`src/rtl/sobol_rng_if.sv`:
```
// Control and observation signals of the Sobol sequence source.
// The enable and clear inputs are driven by the master; the registered results are driven by the slave.
interface sobol_rng_if #(
    parameter int BITWIDTH    = 4,
    parameter int LOGBITWIDTH = $clog2(BITWIDTH)
);
    logic                   iEn;
    logic                   iClr;
    logic [BITWIDTH-1:0]    oRand;
    logic [BITWIDTH-1:0]    oCnt;
    logic [LOGBITWIDTH-1:0] oLszIdx;
    logic                   oWrap;

    modport master (
        output iEn, iClr,
        input  oRand, oCnt, oLszIdx, oWrap
    );

    modport slave (
        input  iEn, iClr,
        output oRand, oCnt, oLszIdx, oWrap
    );
endinterface

```
`src/rtl/sobol_rng.sv`:
```
// Sobol / van der Corput sequence source. Each advance XORs the direction vector chosen by the
// least-significant zero of the step counter into the output, giving a full-period low-discrepancy stream.
module sobol_rng #(
    parameter int BITWIDTH    = 4,
    parameter int LOGBITWIDTH = $clog2(BITWIDTH),
    parameter int DIM         = 0
) (
    input  logic        iClk,
    input  logic        iRstN,
    sobol_rng_if.slave  bus
);
    logic [BITWIDTH-1:0]    cnt_q, cnt_d;
    logic [BITWIDTH-1:0]    rand_q, rand_d;
    logic                   wrap_q, wrap_d;

    logic [BITWIDTH-1:0]    dir_vec [BITWIDTH];
    logic [BITWIDTH-1:0]    lsz_onehot;
    logic [BITWIDTH-1:0]    dir_sel;
    logic [LOGBITWIDTH-1:0] lsz_idx;
    logic                   cnt_full;

    // Direction vectors are pure constants; they fold away during synthesis.
    generate
        for (genvar gi = 0; gi < BITWIDTH; gi++) begin : g_dir
            if (gi == 0) begin : g_first
                assign dir_vec[gi] = BITWIDTH'(1) << (BITWIDTH - 1);
            end else if (DIM == 0) begin : g_vdc
                assign dir_vec[gi] = BITWIDTH'(1) << (BITWIDTH - 1 - gi);
            end else begin : g_sobol2
                assign dir_vec[gi] = dir_vec[gi-1] ^ (dir_vec[gi-1] >> 1);
            end
        end
    endgenerate

    // Adding one flips the trailing ones and the lowest zero; masking with ~cnt isolates that zero.
    assign lsz_onehot = ~cnt_q & (cnt_q + BITWIDTH'(1));
    assign cnt_full   = &cnt_q;

    always_comb begin
        dir_sel = '0;
        lsz_idx = '0;
        for (int k = 0; k < BITWIDTH; k++) begin
            if (lsz_onehot[k]) begin
                dir_sel = dir_sel | dir_vec[k];
                lsz_idx = lsz_idx | LOGBITWIDTH'(k);
            end
        end
    end

    always_comb begin
        cnt_d  = cnt_q;
        rand_d = rand_q;
        wrap_d = 1'b0;
        if (bus.iClr) begin
            cnt_d  = '0;
            rand_d = '0;
        end else if (bus.iEn) begin
            if (cnt_full) begin
                cnt_d  = '0;
                rand_d = '0;
                wrap_d = 1'b1;
            end else begin
                cnt_d  = cnt_q + BITWIDTH'(1);
                rand_d = rand_q ^ dir_sel;
            end
        end
    end

    always_ff @(posedge iClk or negedge iRstN) begin
        if (!iRstN) begin
            cnt_q  <= '0;
            rand_q <= '0;
            wrap_q <= 1'b0;
        end else begin
            cnt_q  <= cnt_d;
            rand_q <= rand_d;
            wrap_q <= wrap_d;
        end
    end

    assign bus.oRand   = rand_q;
    assign bus.oCnt    = cnt_q;
    assign bus.oLszIdx = lsz_idx;
    assign bus.oWrap   = wrap_q;
endmodule
```
`src/flat_wrapper.sv`:
```
// flat-port wrapper written by rule: the top's interface ports become plain ports
module sobol_rng_flat 
#(
    parameter int BITWIDTH    = 4,
    parameter int LOGBITWIDTH = $clog2(BITWIDTH),
    parameter int DIM         = 0
)
  (iClk, iRstN, bus_iEn, bus_iClr, bus_oRand, bus_oCnt, bus_oLszIdx, bus_oWrap);
  sobol_rng_if #(.BITWIDTH(BITWIDTH), .LOGBITWIDTH(LOGBITWIDTH)) bus_i ();
  input  logic iClk;
  input  logic iRstN;
  input wire logic [$bits(bus_i.iEn)-1:0] bus_iEn;
  input wire logic [$bits(bus_i.iClr)-1:0] bus_iClr;
  output wire logic [$bits(bus_i.oRand)-1:0] bus_oRand;
  output wire logic [$bits(bus_i.oCnt)-1:0] bus_oCnt;
  output wire logic [$bits(bus_i.oLszIdx)-1:0] bus_oLszIdx;
  output wire logic [$bits(bus_i.oWrap)-1:0] bus_oWrap;
  assign bus_i.iEn = bus_iEn;
  assign bus_i.iClr = bus_iClr;
  assign bus_oRand = bus_i.oRand;
  assign bus_oCnt = bus_i.oCnt;
  assign bus_oLszIdx = bus_i.oLszIdx;
  assign bus_oWrap = bus_i.oWrap;
  sobol_rng #(.BITWIDTH(BITWIDTH), .LOGBITWIDTH(LOGBITWIDTH), .DIM(DIM)) u_core (.iClk(iClk), .iRstN(iRstN), .bus(bus_i));
endmodule
```
`config.mk`:
```
export PLATFORM = sky130hd
export DESIGN_NAME = sobol_rng_flat
export DESIGN_NICKNAME = d
export VERILOG_FILES = /design/src/rtl/sobol_rng_if.sv /design/src/rtl/sobol_rng.sv /design/src/flat_wrapper.sv
export SDC_FILE = /design/constraint.sdc
export NUM_CORES = 1
export LEC_CHECK = 0
export ABC_CLOCK_PERIOD_IN_PS = 3600
export CAP_MARGIN = 20
export CORE_AREA = 8 8 45 47
export CTS_BUF_LIST = sky130_fd_sc_hd__clkbuf_8
export DETAILED_ROUTE_END_ITERATION = 10
export DIE_AREA = 0 0 53 55
export GPL_TIMING_DRIVEN = 0
export PLACE_DENSITY = 0.72
export SLEW_MARGIN = 30
export SYNTH_ARGS = -nofsm -noshare
export SYNTH_HDL_FRONTEND = slang
export SYNTH_SLANG_ARGS = --single-unit
```
`constraint.sdc`:
```
create_clock -name iClk -period 3.6 [get_ports iClk]
set_input_delay 0.54 -clock iClk [delete_from_list [all_inputs] [get_ports iClk]]
set_output_delay 0.54 -clock iClk [all_outputs]
set_load 0.005 [all_outputs]
```
Yosys cells after proc, flatten, opt, wreduce, memory -nomap -nowiden
Index checks and enable logic that the tools add are counted.
Cells by class
  $add $sub $neg: 1
  mux-type cells: 16
  bitwise operators: 3
  reductions and logical operators: 2
Operators with widths (count)
  $mux W4: 7
  $mux W2: 3
  $mux W1: 5
  $add A4 B1 Y4 const B: 1
  $and A4 B4 Y4: 1
  $not A4 Y4: 1
  $reduce_and A4 Y1: 1
  $xor A4 B4 Y4: 1
  $mux W3: 1
  $reduce_bool A2 Y1: 1
Storage, ports and cells
  bits in registers: 9
  output and inout port bits: 11

Logic depth before layout (Yosys ltp)
  depth after elaboration: 10
  gate-level depth with buffers: 5

Worst setup path before layout
OpenSTA, ideal clock, no wires.
  path type: flip-flop to output port
  start point: reg u_core.cnt_q[0], in the netlist u_core.bus.oCnt[0]
  end point: out bus_oLszIdx[1]
  data arrival time: 1.100 ns
  required time: 3.060 ns
  slack: 1.960 ns
  cell stages (with the launch flop): 4
  buffers on the path: 0
  path through: dfrtp_1 > ha_1 > ha_1 > or2_2
Between the ends
  word-level cells in the longest chain between the ends: 4
RTL lines
  from (decl): RTL line sobol_rng.sv:12  | logic [BITWIDTH-1:0] cnt_q, cnt_d;
  from (signal assigned): RTL line sobol_rng.sv:75  | cnt_q <= cnt_d;
  $add A4 B1 Y4 (*): RTL line sobol_rng.sv:36  | assign lsz_onehot = ~cnt_q & (cnt_q + BITWIDTH'(1));
  $and A4 B4 Y4 (*): RTL line sobol_rng.sv:36
  $mux W2: RTL line sobol_rng.sv:43  | if (lsz_onehot[k]) begin
  $mux W2 (*): RTL line sobol_rng.sv:43
  to (decl): RTL line flat_wrapper.sv:16  | output wire logic [$bits(bus_i.oLszIdx)-1:0] bus_oLszIdx;
Every way passes the cells marked *; elsewhere a longest branch is shown, timed or not.

Worst setup path in the final report
Same ends and word-level chain as after synthesis.

==> metrics.txt <==
Worst R2R Path Depth=5; die area=2920 µm²; crit share post-route=between 60% and 70%; GR met1 Demand/Resource=under 10%; critical path required time=between 3 and 4 ns; crit path max fanout=6; Yosys warning total=0; Fillers=131; Max clock buf depth=2; port buffer count=13; multi-input logic area=around 220 µm²; DRC Markers=0; Slew Limit Fails=0; TNS Setup=0 ns; Worst Skew=approximately 0.0035 ns; VDD IR max=~0.13 mV; layout cells sized above 1=about 11%; worst setup path class=register to output pin; final setup fails=0; GRT Total Usage=7.48%; 1st-iter DRT viols=6; Num CTS Buffers=3; critical register-to-register path startpoint=u_core.bus.oCnt[0]; outcome=complete, no violations; largest net degree at the start of global routing=11; # hold bufs at CTS=0; number of setup buffers added after CTS=0; CTS tree=yes; post-DR wirelength/cell=around 13 µm; GRT overflow=0; #FFs+latches synth=9; Die W=53 µm; clock transition at the registers of the reported paths=0.04 ns; LEAKAGE=between 0.3 and 0.4 nW; number of antenna diodes=0; Hold WS=0.502 ns; Syn Inst Count=47; sequential area share after synthesis=~47%; critical path endpoint=bus_oLszIdx[1]; crit path DAT=between 1.5 and 2 ns; CTS H-Tree Depth=1; Ports=15; Setup crit start kind=register; antenna violations before repair=0; register area=225 µm²; num rows=14; Final HPWL DP=around 810 µm; Reg-to-Reg End=u_core.bus.oRand[1]; Worst Setup Slack, final=1.23 ns; max_slew headroom=just over 70%; CP Capture Type=output pin; post-synth cell types=17; Die Height=55 µm; mapped cell area=around 480 µm²; met3 usage=under 10%; RSZ-0062 raised after global routing=false; Nets=73; Top Usage Layer GRT=met2; via/cell ratio=between 4 and 5; drt total wl=between 1 and 1.5 mm; M2 GR Usage=around an eighth; clk_lat worst skew=0.23 ns; CTS root buffer=clkbuf_8; Syn Nets=55; Slew @ Worst Pin=0.423 ns; Area Overhead vs Synth=40.7%; Core ar.=approximately 1400 µm²; Hold Violations, Final=0; Critical Path Start=u_core.bus.oCnt[0]; fin crit period=~2.4 ns; global-route wire length before repair=1.66 mm; cell area power density=385 nW/µm²; fmax=~0.42 GHz; Placer Congestion=0.725; starting density of the core=about a third; post_cts resized=0; max cap viols=0; worst hold path class=input pin to register; Antenna Nets Post-Route=0; vias in the first global route=380; syn_area_per_cell=just over 10 µm²; drt pass-1 iters=3; total number of vias=~380; worst slack, placed=around 1.5 ns; CTS sink cnt=9; R2R setup slack=between 2 and 2.5 ns
## kinds of logic after synthesis
| logic type | share of synthesized area, % |
|---|---|
| simple gates | 20.4 |
| flops | 47.0 |
| compound gates | 7.83 |
| buf+inv | 7.05 |
| xor+xnor | 7.31 |
| fa+ha+maj | 10.4 |
## cell type report
| class | count | share of cell area, % |
|---|---|---|
| Tap cell | 16 | 2.97 |
| Timing Repair Buffer | 13 | 19.3 |
| Clock inverter | 1 | 0.557 |
| Multi-Input combinational cell | 33 | 32.7 |
| Sequential cell | 9 | 33.4 |
| Buffer | 2 | 3.34 |
| Inverter | 3 | 1.67 |
| Clock buffer | 3 | 6.12 |
## power by group
part,internal (mW),total [mW],switching [mW]
logic,0.0206,0.0350,0.0144
clock network,0.0743,0.114,0.0402
registers,0.106,0.110,0.00409
total,0.201,0.259,0.0587
## per-stage QoR
stage | cells | power, mW | utilization [%] | area, µm²
floorplan | 47 | 0.128 | - | 479
global placement | 76 | 0.147 | 45.5 | 629
detailed placement | 76 | 0.147 | 45.5 | 629
CTS | 80 | 0.262 | 48.7 | 674
global route | 80 | 0.271 | 48.7 | 674
finish | 80 | 0.259 | 48.7 | 674
## synthesized netlist by cell type
master	n	area share (%)
o31ai_1	2	3.1
and2b_1	2	3.1
or2_2	2	2.6
nand2_1	3	2.3
nand3_1	3	3.1
inv_1	3	2.3
buf_6	2	4.7
nor3b_1	1	1.6
a41o_1	1	2.1
ha_1	4	10
a21oi_1	1	1.0
xor2_1	3	5.5
nor2_1	8	6.3
xnor2_1	1	1.8
and3_1	1	1.3
a211oi_1	1	1.6
dfrtp_1	9	47
## flip-flops by register name (all words and copies together), names as in the netlist
signal / cells
u_core.bus.oWrap: 1
u_core.bus.oRand: 4
u_core.bus.oCnt: 4
## placed cells by master (no fill, tap or decap)
cell / count
a211oi_1: 1
xor2_1: 3
dfrtp_1: 9
nor2_1: 8
a21oi_1: 1
nand3_1: 3
buf_6: 2
ha_1: 4
nor3b_1: 1
and2b_1: 2
and3_1: 1
inv_1: 4
clkdlybuf4s50_1: 13
clkbuf_8: 3
nand2_1: 3
xnor2_1: 1
or2_2: 2
a41o_1: 1
o31ai_1: 2
## routing by layer
layer	vias to the layer above	wire length [µm]
li1	190	-
met2	13	468
met1	177	432
met4	0	8
met5	-	0
met3	2	102
## worst max-delay path, stage by stage (launching register included)
cell             delay (ns)
dfrtp_1                0.42
ha_1                   0.26
ha_1                   0.21
or2_2                  0.27
clkdlybuf4s50_1        0.44
## how the worst min path moves through the flow
stage	from	to	slack (ns)	depth (start not counted)
finish	bus_iClr	u_core.bus.oCnt[0]	0.50	2
global route	bus_iClr	u_core.bus.oCnt[0]	0.51	2
CTS	bus_iClr	u_core.bus.oCnt[0]	0.50	2
detailed placement	u_core.bus.oRand[1]	u_core.bus.oRand[1]	0.53	2
global placement	u_core.bus.oRand[1]	u_core.bus.oRand[1]	0.52	2
floorplan	iRstN	u_core.bus.oCnt[0]	0.24	0
(Power assumes the default switching activity.)
